--- src/rtl/mem_line_adapter_if.sv ---
// Bus bundle for mem_line_adapter.
// Cache side (s_*): 128-bit line request/ack bus.
// Memory side (m_*): 16-bit word request/response bus.
// slave  : view used by the adapter (takes line requests, issues word beats).
// master : view used by the environment (issues line requests, answers beats).
interface mem_line_adapter_if #(
  parameter int unsigned ADDR_W = 16,
  parameter int unsigned LINE_W = 128,
  parameter int unsigned WORD_W = 16
);
  // cache side
  logic [ADDR_W-1:0] s_adr;
  logic [LINE_W-1:0] s_dat_m;
  logic [LINE_W-1:0] s_dat_s;
  logic              s_we;
  logic              s_cyc;
  logic              s_stb;
  logic              s_ack;
  // memory side
  logic [ADDR_W-1:0] m_adr;
  logic [WORD_W-1:0] m_dat_w;
  logic [WORD_W-1:0] m_dat_r;
  logic              m_we;
  logic              m_req;
  logic              m_resp;

  modport slave (
    input  s_adr, s_dat_m, s_we, s_cyc, s_stb, m_dat_r, m_resp,
    output s_dat_s, s_ack, m_adr, m_dat_w, m_we, m_req
  );

  modport master (
    output s_adr, s_dat_m, s_we, s_cyc, s_stb, m_dat_r, m_resp,
    input  s_dat_s, s_ack, m_adr, m_dat_w, m_we, m_req
  );
endinterface

--- src/rtl/mem_line_adapter.sv ---
// Splits a 128-bit cache line transfer into eight 16-bit memory beats.
// Ports:
//   clk    - sole clock, rising edge
//   rst_n  - synchronous active-low reset
//   bus    - slave view of mem_line_adapter_if (cache line side s_*, memory word side m_*)
// Word 0 (line bits [15:0]) goes to the lowest address. A dropped s_cyc lets the
// outstanding beat finish (DRAIN) and returns to IDLE without s_ack.
module mem_line_adapter #(
  parameter int unsigned LINE_WORDS = 8,
  parameter int unsigned ADDR_W     = 16
) (
  input  logic               clk,
  input  logic               rst_n,
  mem_line_adapter_if.slave  bus
);

  localparam int unsigned WORD_W = 16;
  localparam int unsigned LINE_W = LINE_WORDS * WORD_W;
  localparam int unsigned CNT_W  = $clog2(LINE_WORDS);
  localparam int unsigned OFF_W  = $clog2(LINE_WORDS * 2);
  localparam int unsigned LAST   = LINE_WORDS - 1;

  typedef enum logic [1:0] {IDLE, BEAT, DRAIN, ACK} state_t;

  state_t            state_q, state_d;
  logic [CNT_W-1:0]  cnt_q, cnt_d, cnt_inc;
  logic [ADDR_W-1:0] base_q, base_d;
  logic              we_q, we_d;
  logic [LINE_W-1:0] wline_q, wline_d;
  logic [LINE_W-1:0] rline_q, rline_d;
  logic              m_req_q, m_req_d;
  logic              m_we_q, m_we_d;
  logic [ADDR_W-1:0] m_adr_q, m_adr_d;
  logic [WORD_W-1:0] m_dat_w_q, m_dat_w_d;
  logic              s_ack_q, s_ack_d;

  // Offset bits of the line address carry no information.
  logic unused_off;
  assign unused_off = ^bus.s_adr[OFF_W-1:0];

  // State and registered outputs.
  always_ff @(posedge clk) begin
    if (!rst_n) begin
      state_q   <= IDLE;
      cnt_q     <= '0;
      base_q    <= '0;
      we_q      <= 1'b0;
      wline_q   <= '0;
      rline_q   <= '0;
      m_req_q   <= 1'b0;
      m_we_q    <= 1'b0;
      m_adr_q   <= '0;
      m_dat_w_q <= '0;
      s_ack_q   <= 1'b0;
    end else begin
      state_q   <= state_d;
      cnt_q     <= cnt_d;
      base_q    <= base_d;
      we_q      <= we_d;
      wline_q   <= wline_d;
      rline_q   <= rline_d;
      m_req_q   <= m_req_d;
      m_we_q    <= m_we_d;
      m_adr_q   <= m_adr_d;
      m_dat_w_q <= m_dat_w_d;
      s_ack_q   <= s_ack_d;
    end
  end

  // Next state; output registers are loaded with the values for the next cycle.
  always_comb begin
    state_d   = state_q;
    cnt_d     = cnt_q;
    base_d    = base_q;
    we_d      = we_q;
    wline_d   = wline_q;
    rline_d   = rline_q;
    m_req_d   = 1'b0;
    m_we_d    = 1'b0;
    m_adr_d   = m_adr_q;
    m_dat_w_d = m_dat_w_q;
    s_ack_d   = 1'b0;
    cnt_inc   = cnt_q + CNT_W'(1);

    case (state_q)
      IDLE: begin
        if (bus.s_cyc && bus.s_stb) begin
          base_d    = {bus.s_adr[ADDR_W-1:OFF_W], OFF_W'(0)};
          we_d      = bus.s_we;
          wline_d   = bus.s_dat_m;
          cnt_d     = '0;
          state_d   = BEAT;
          m_req_d   = 1'b1;
          m_we_d    = bus.s_we;
          m_adr_d   = {bus.s_adr[ADDR_W-1:OFF_W], OFF_W'(0)};
          m_dat_w_d = bus.s_dat_m[WORD_W-1:0];
        end
      end

      BEAT: begin
        m_req_d = 1'b1;
        m_we_d  = we_q;
        if (bus.m_resp) begin
          if (!we_q) rline_d[cnt_q*WORD_W +: WORD_W] = bus.m_dat_r;
          if (!bus.s_cyc) begin
            // beat completed together with the abort: nothing left to drain
            state_d = IDLE;
            cnt_d   = '0;
            m_req_d = 1'b0;
            m_we_d  = 1'b0;
          end else if (cnt_q == CNT_W'(LAST)) begin
            state_d = ACK;
            cnt_d   = '0;
            m_req_d = 1'b0;
            m_we_d  = 1'b0;
            s_ack_d = 1'b1;
          end else begin
            cnt_d     = cnt_inc;
            m_adr_d   = base_q + ADDR_W'({cnt_inc, 1'b0});
            m_dat_w_d = wline_q[cnt_inc*WORD_W +: WORD_W];
          end
        end else if (!bus.s_cyc) begin
          state_d = DRAIN;
        end
      end

      DRAIN: begin
        m_req_d = 1'b1;
        m_we_d  = we_q;
        if (bus.m_resp) begin
          if (!we_q) rline_d[cnt_q*WORD_W +: WORD_W] = bus.m_dat_r;
          state_d = IDLE;
          cnt_d   = '0;
          m_req_d = 1'b0;
          m_we_d  = 1'b0;
        end
      end

      ACK: begin
        state_d = IDLE;
      end

      default: begin
        state_d = IDLE;
      end
    endcase
  end

  assign bus.s_dat_s = rline_q;
  assign bus.s_ack   = s_ack_q;
  assign bus.m_req   = m_req_q;
  assign bus.m_we    = m_we_q;
  assign bus.m_adr   = m_adr_q;
  assign bus.m_dat_w = m_dat_w_q;

endmodule

--- src/flat_wrapper.sv ---
// flat-port wrapper written by rule: the top's interface ports become plain ports
module mem_line_adapter_flat 
#(
  parameter int unsigned LINE_WORDS = 8,
  parameter int unsigned ADDR_W     = 16
)
  (clk, rst_n, bus_s_adr, bus_s_dat_m, bus_s_we, bus_s_cyc, bus_s_stb, bus_m_dat_r, bus_m_resp, bus_s_dat_s, bus_s_ack, bus_m_adr, bus_m_dat_w, bus_m_we, bus_m_req);
  mem_line_adapter_if #(.ADDR_W(ADDR_W)) bus_i ();
  input  logic clk;
  input  logic rst_n;
  input wire logic [$bits(bus_i.s_adr)-1:0] bus_s_adr;
  input wire logic [$bits(bus_i.s_dat_m)-1:0] bus_s_dat_m;
  input wire logic [$bits(bus_i.s_we)-1:0] bus_s_we;
  input wire logic [$bits(bus_i.s_cyc)-1:0] bus_s_cyc;
  input wire logic [$bits(bus_i.s_stb)-1:0] bus_s_stb;
  input wire logic [$bits(bus_i.m_dat_r)-1:0] bus_m_dat_r;
  input wire logic [$bits(bus_i.m_resp)-1:0] bus_m_resp;
  output wire logic [$bits(bus_i.s_dat_s)-1:0] bus_s_dat_s;
  output wire logic [$bits(bus_i.s_ack)-1:0] bus_s_ack;
  output wire logic [$bits(bus_i.m_adr)-1:0] bus_m_adr;
  output wire logic [$bits(bus_i.m_dat_w)-1:0] bus_m_dat_w;
  output wire logic [$bits(bus_i.m_we)-1:0] bus_m_we;
  output wire logic [$bits(bus_i.m_req)-1:0] bus_m_req;
  assign bus_i.s_adr = bus_s_adr;
  assign bus_i.s_dat_m = bus_s_dat_m;
  assign bus_i.s_we = bus_s_we;
  assign bus_i.s_cyc = bus_s_cyc;
  assign bus_i.s_stb = bus_s_stb;
  assign bus_i.m_dat_r = bus_m_dat_r;
  assign bus_i.m_resp = bus_m_resp;
  assign bus_s_dat_s = bus_i.s_dat_s;
  assign bus_s_ack = bus_i.s_ack;
  assign bus_m_adr = bus_i.m_adr;
  assign bus_m_dat_w = bus_i.m_dat_w;
  assign bus_m_we = bus_i.m_we;
  assign bus_m_req = bus_i.m_req;
  mem_line_adapter #(.LINE_WORDS(LINE_WORDS), .ADDR_W(ADDR_W)) u_core (.clk(clk), .rst_n(rst_n), .bus(bus_i));
endmodule
--- config.mk ---
export PLATFORM = sky130hd
export DESIGN_NAME = mem_line_adapter_flat
export DESIGN_NICKNAME = d
export VERILOG_FILES = /design/src/rtl/mem_line_adapter_if.sv /design/src/rtl/mem_line_adapter.sv /design/src/flat_wrapper.sv
export SDC_FILE = /design/constraint.sdc
export NUM_CORES = 1
export LEC_CHECK = 0
export ABC_AREA = 1
export BUFFER_PORTS_ARGS = -buffer_cell sky130_fd_sc_hd__buf_2
export CAP_MARGIN = 20
export CORE_ASPECT_RATIO = 1.1
export CORE_MARGIN = 2
export CORE_UTILIZATION = 48
export CTS_CLUSTER_DIAMETER = 150
export DETAILED_ROUTE_END_ITERATION = 8
export HOLD_SLACK_MARGIN = 0.06
export PLACE_DENSITY_LB_ADDON = 0.25
export SETUP_SLACK_MARGIN = 0.5
export SLEW_MARGIN = 20
export SYNTH_ARGS = -nofsm -noshare
export SYNTH_HDL_FRONTEND = slang
export SYNTH_SLANG_ARGS = --single-unit
--- constraint.sdc ---
create_clock -name clk -period 2.3 [get_ports clk]
set_input_delay 0.115 -clock clk [delete_from_list [all_inputs] [get_ports clk]]
set_output_delay 0.115 -clock clk [all_outputs]
set_load 0.02 [all_outputs]
### Word-level counts from Yosys, hierarchy flattened

Index checks and enable logic that the tools add are counted.

| cells by class | value |
|---|---|
| add/sub/neg operators | 3 |
| eq/ne operators | 11 |
| shifts and indexed selects | 3 |
| muxes and demuxes | 37 |
| bitwise operators | 1 |
| reductions and logical operators | 11 |

Operators with widths:

| kind | number |
|---|---|
| bitwise mux 128 bit | 1 |
| two-way mux 16 bit | 8 |
| variable shift 16 x 34 -> 128 bit, first input constant | 1 |
| indexed part select 128 x 8 -> 16 bit | 1 |
| indexed part select 16 x 34 -> 128 bit | 1 |
| case mux 16 bit (2 select lines) | 2 |
| negation 7 -> 34 bit | 1 |
| adder 16 x 4 -> 16 bit | 1 |
| two-way mux 3 bit | 5 |
| two-way mux 2 bit | 6 |
| AND reduction 4 bit | 3 |
| two-way mux 1 bit | 11 |
| case mux 3 bit (3 select lines) | 1 |
| inequality test 2 bit, second input constant | 4 |
| case mux 2 bit (4 select lines) | 1 |
| case mux 1 bit (3 select lines) | 2 |
| AND reduction 5 bit | 1 |
| equality test 2 bit, second input constant | 2 |
| adder 3 x 1 -> 3 bit, second input constant | 1 |
| equality test 3 bit, second input constant | 1 |
| inequality test 3 x 2 -> 1 bit, second input constant | 1 |
| inequality test 3 bit, second input constant | 1 |
| AND reduction 3 bit | 1 |
| nonzero test 3 bit | 1 |
| 8 further kinds | 8 |

| storage, ports and cells | value |
|---|---|
| register bits after elaboration | 309 |
| bits of input ports | 166 |
| output and inout bits | 163 |
| word-level logic and storage cells | 77 |

### Longest topological paths before layout

| logic depth | value |
|---|---|
| depth after elaboration | 6 |
| depth in mapped cells | 14 |
| gate-level depth less buffers | 11 |

### Least setup slack after synthesis

OpenSTA, ideal clock, no wires.

| timing | value |
|---|---|
| kind | reg-to-reg |
| from | register u_core.cnt_q[0] |
| to | register u_core.rline_q[64], in the netlist u_core.bus.s_dat_s[64] |
| arrival time | 2.198 ns |
| required time | 2.187 ns |
| slack | -0.011 ns |
| cell stages (with the launch flop) | 13 |
| period minus slack after synthesis | 2.311 ns |
| cell sequence | dfxtp_1 -> inv_2 -> buf_2 -> buf_2 -> ha_1 -> ha_1 -> buf_2 -> nand3_2 -> nor2_1 -> buf_2 -> nand3_1 -> nand2_1 -> nor2_1 |

| between the ends | value |
|---|---|
| longest elaborated chain between the ends | 3 |

RTL lines:

| what | RTL line | source |
|---|---|---|
| from (decl) | mem_line_adapter.sv:26 | `logic [CNT_W-1:0] cnt_q, cnt_d, cnt_inc;` |
| from (signal assigned) | mem_line_adapter.sv:57 | `cnt_q <= cnt_d;` |
| negation 7 -> 34 bit (*) | mem_line_adapter.sv:104, mem_line_adapter.sv:131 |  |
| indexed part select 16 x 34 -> 128 bit or variable shift 16 x 34 -> 128 bit (tied branches) | mem_line_adapter.sv:104, mem_line_adapter.sv:131 |  |
| bitwise mux 128 bit (*) | mem_line_adapter.sv:104, mem_line_adapter.sv:131 |  |
| to (signal assigned) | mem_line_adapter.sv:61 | `rline_q <= rline_d;` |
| to (decl) | mem_line_adapter.sv:30 | `logic [LINE_W-1:0] rline_q, rline_d;` |

Every way passes the cells marked *; elsewhere a longest branch is shown, timed or not.
A chain may end at the register's enable or synchronous reset.

### Worst setup path after layout

| timing | value |
|---|---|
| from | register u_core.cnt_q[0] |
| to | register u_core.rline_q[62], in the netlist u_core.bus.s_dat_s[62] |

The elaborated chain is that of the path after synthesis.

==> results.cfg <==
[grt]
grtUsageTotal = 0.289
antenna_found_initial = 2
grt_max_degree = 144
gr-total-overflow = 0
grt_pass1_wl_um = 67000
first_global_vias = 13400

[setup_path]
critPathMaxStageDelay_ns = 0.39
crit_family = simple AND/OR/NAND/NOR gates
worstSetupStartpointType = flop
criticalPathCategory = reg2reg
arrival_ns = 2.24
cpMaxStageDelayCell = dfxtp_4
end_kind = flop
path_cells = inv_8 -> ha_4 -> ha_4 -> nor2_4 -> inv_2 -> nor2_4 -> inv_2 -> nor2_4 -> buf_4 -> o21ai_0 -> nor2_1
crit_fanout = 7
crit_top_cell = nor2_4
critical_path_required_ns = 2.74
crit_buf_inv = 4

[power_and_ir_drop]
ir_drop_mv = 0.820
swShare = 0.393
p_seq_frac = 0.309
leakagePower_nw = 8.60
p_switching_mw = 8.12
p_int_mw = 12.5
clock_power_share = 0.282
pwr-share-comb = 0.409
p_per_area_mw_per_mm2 = 1120

[cells_and_area]
final_area_mm2 = 0.0184
fillers = 2199
syn_to_final_growth_pct = 40.9
mostFrequentLayoutCells = 562 x nand2_1, 322 x buf_2, 307 x nor2_1
fin_nets = 2557
drive_above_1_share = 0.212
fin_util = 0.685
mostFrequentLayoutCell = nand2_1

[timing]
rsz0062_at_grt = true
timing.fmax_mhz = 553
fin_skew_ns = 0.0123
setup_slack_ns = 0.493
period_share = 0.786
period_minus_slack_ns = 1.81
slew_headroom = 0.550
hold_violations = 0
max_slew.worst_pin.slew_ns = 0.675
fin_tns_setup_ns = 0
slew_violations = 0
setup_violations = 0
hold_slack_ns = 0.113

[clock_network]
clock_latency_ns = 0.51
cts.reportedPaths.clkPinSlew_ns = 0.06
cts_buffers = 34
cts_tree = yes
clockRootBuffer = clkbuf_16
h-tree-depth = 2
cts.sinks = 308
clockBufferDepth = 3

[placement]
placed_area_mm2 = 0.0150
post-place-ws_ns = 0.203
finalWeightedCongestion = 0.876
portBuffers = 323
dp_hpwl_um = 26500

[logic_synthesis]
netlist.area_leader.share = 0.472
ys_ff_latch = 308
yosys.area.top_type = dfxtp_1
synth-seq-area-share = 0.472
avgSynthCellArea_um2 = 6.78
syn_inst = 1929
syn_area_mm2 = 0.0131
ys_top_cells_by_area = dfxtp_1 47%, nand2_1 17%, nor2_1 9.0%, a21oi_1 6.2%, o21ai_0 6.2%
ys_warn_count = 0
syn_nets = 2105
ys_types = 34

[die]
core_area_mm2 = 0.0269
rows = 63
die_area_mm2 = 0.0286
initial_core_util = 0.486
io_pins = 329
die_w_um = 161
die_h_um = 177

[drt]
num_vias = 14300
drt_pass1_iterations = 5
wl_per_cell_um = 16.2
drtIter0Drc = 1263
vias_per_cell = 5.19
drc = 0
routed_wl_um = 44700
route.antenna.remaining_nets = 0

[run]
cap_violations = 0

[outcome]
outcome = completed

[min_path]
hp-class = in2reg
## cells by family (layout without fill, tap and decap cells)
group,Yosys count,after routing,share of synthesized area
fa+ha+maj,10,10,0.00957
flops,308,308,0.472
compound gates,332,332,0.128
buf+inv,259,734,0.0792
simple gates,1019,1020,0.311
other cells,1,3,0.000287
## synthesized netlist by cell type, drive strengths merged
master,number
nand3b,1
clkinv,2
dfxtp,308
a21boi,2
a31oi,1
a211oi,2
clkbuf,75
nand3,106
nor3,10
a21oi,163
ha,10
inv,133
buf,49
nand4,2
conb,1
nor3b,2
o21ai,164
nor2,318
nand2,580
## area by class of cell
| cell class | count | area (um^2) | share of cell area |
|---|---|---|---|
| antenna | 2 | 5.00 | 0.000272 |
| clock buffer | 49 | 1040 | 0.0565 |
| clock inverter | 11 | 170 | 0.00924 |
| inverter | 135 | 549 | 0.0298 |
| multi-input combinational | 1363 | 6140 | 0.333 |
| sequential | 308 | 6180 | 0.335 |
| tap | 357 | 447 | 0.0242 |
| timing repair buffer | 539 | 3900 | 0.212 |
## what timing repair did
action / in CTS / in global routing
gates resized for setup: 27 / 97
pin swaps: 6 / 26
buffers inserted: 6 / 11
hold buffers: 159 / 0
endpoints found under the hold margin: 206 / 0
setup endpoints to repair: 251 / 173
gates cloned: 0 / 9
## power groups by stage
stage	clock [mW]	sequential (mW)	combinational [mW]
3_3_place_gp	0	6.42	7.12
6_report	5.83	6.38	8.46
2_1_floorplan	0	6.72	4.86
5_1_grt	6.12	6.44	9.24
3_5_place_dp	0	6.45	7.25
4_1_cts	5.88	6.34	7.76
## flip-flops by register name, indices dropped and copies added, names as in the netlist
register	cells
u_core.cnt_q	3
u_core.bus.m_adr	15
u_core.bus.m_dat_w	16
u_core.we_q	1
u_core.bus.m_we	1
u_core.bus.s_ack	1
u_core.wline_q	128
u_core.bus.s_dat_s	128
u_core.base_q	12
u_core.state_q	2
u_core.bus.m_req	1
## metrics by stage
step / std cells / total power, mW
finish: 2764 / 20.7
CTS: 2742 / 20.0
global placement: 2517 / 13.5
global route: 2763 / 21.8
floorplan: 1929 / 11.6
detailed placement: 2517 / 13.7
## worst min-delay path, cell delays in order
cell     delay [ns]
buf_4          0.11
inv_2          0.18
a21oi_1        0.17
## routing by layer
metal / GRT usage / wire length, um
met1: 0.331 / 17200
met2: 0.530 / 22600
met3: 0.0466 / 3030
met4: 0.124 / 1810
met5: 0 / 13
## worst paths after layout
check,depth (start not counted),start,slack (ns),end
max,11,u_core.cnt_q[0],0.49,u_core.bus.s_dat_s[62]
min,3,rst_n,0.11,u_core.bus.s_dat_s[95]
max reg2reg,11,u_core.cnt_q[0],0.49,u_core.bus.s_dat_s[62]
min reg2reg,2,u_core.wline_q[30],0.45,u_core.wline_q[30]
No activity file was read; power rests on OpenSTA's default activity.
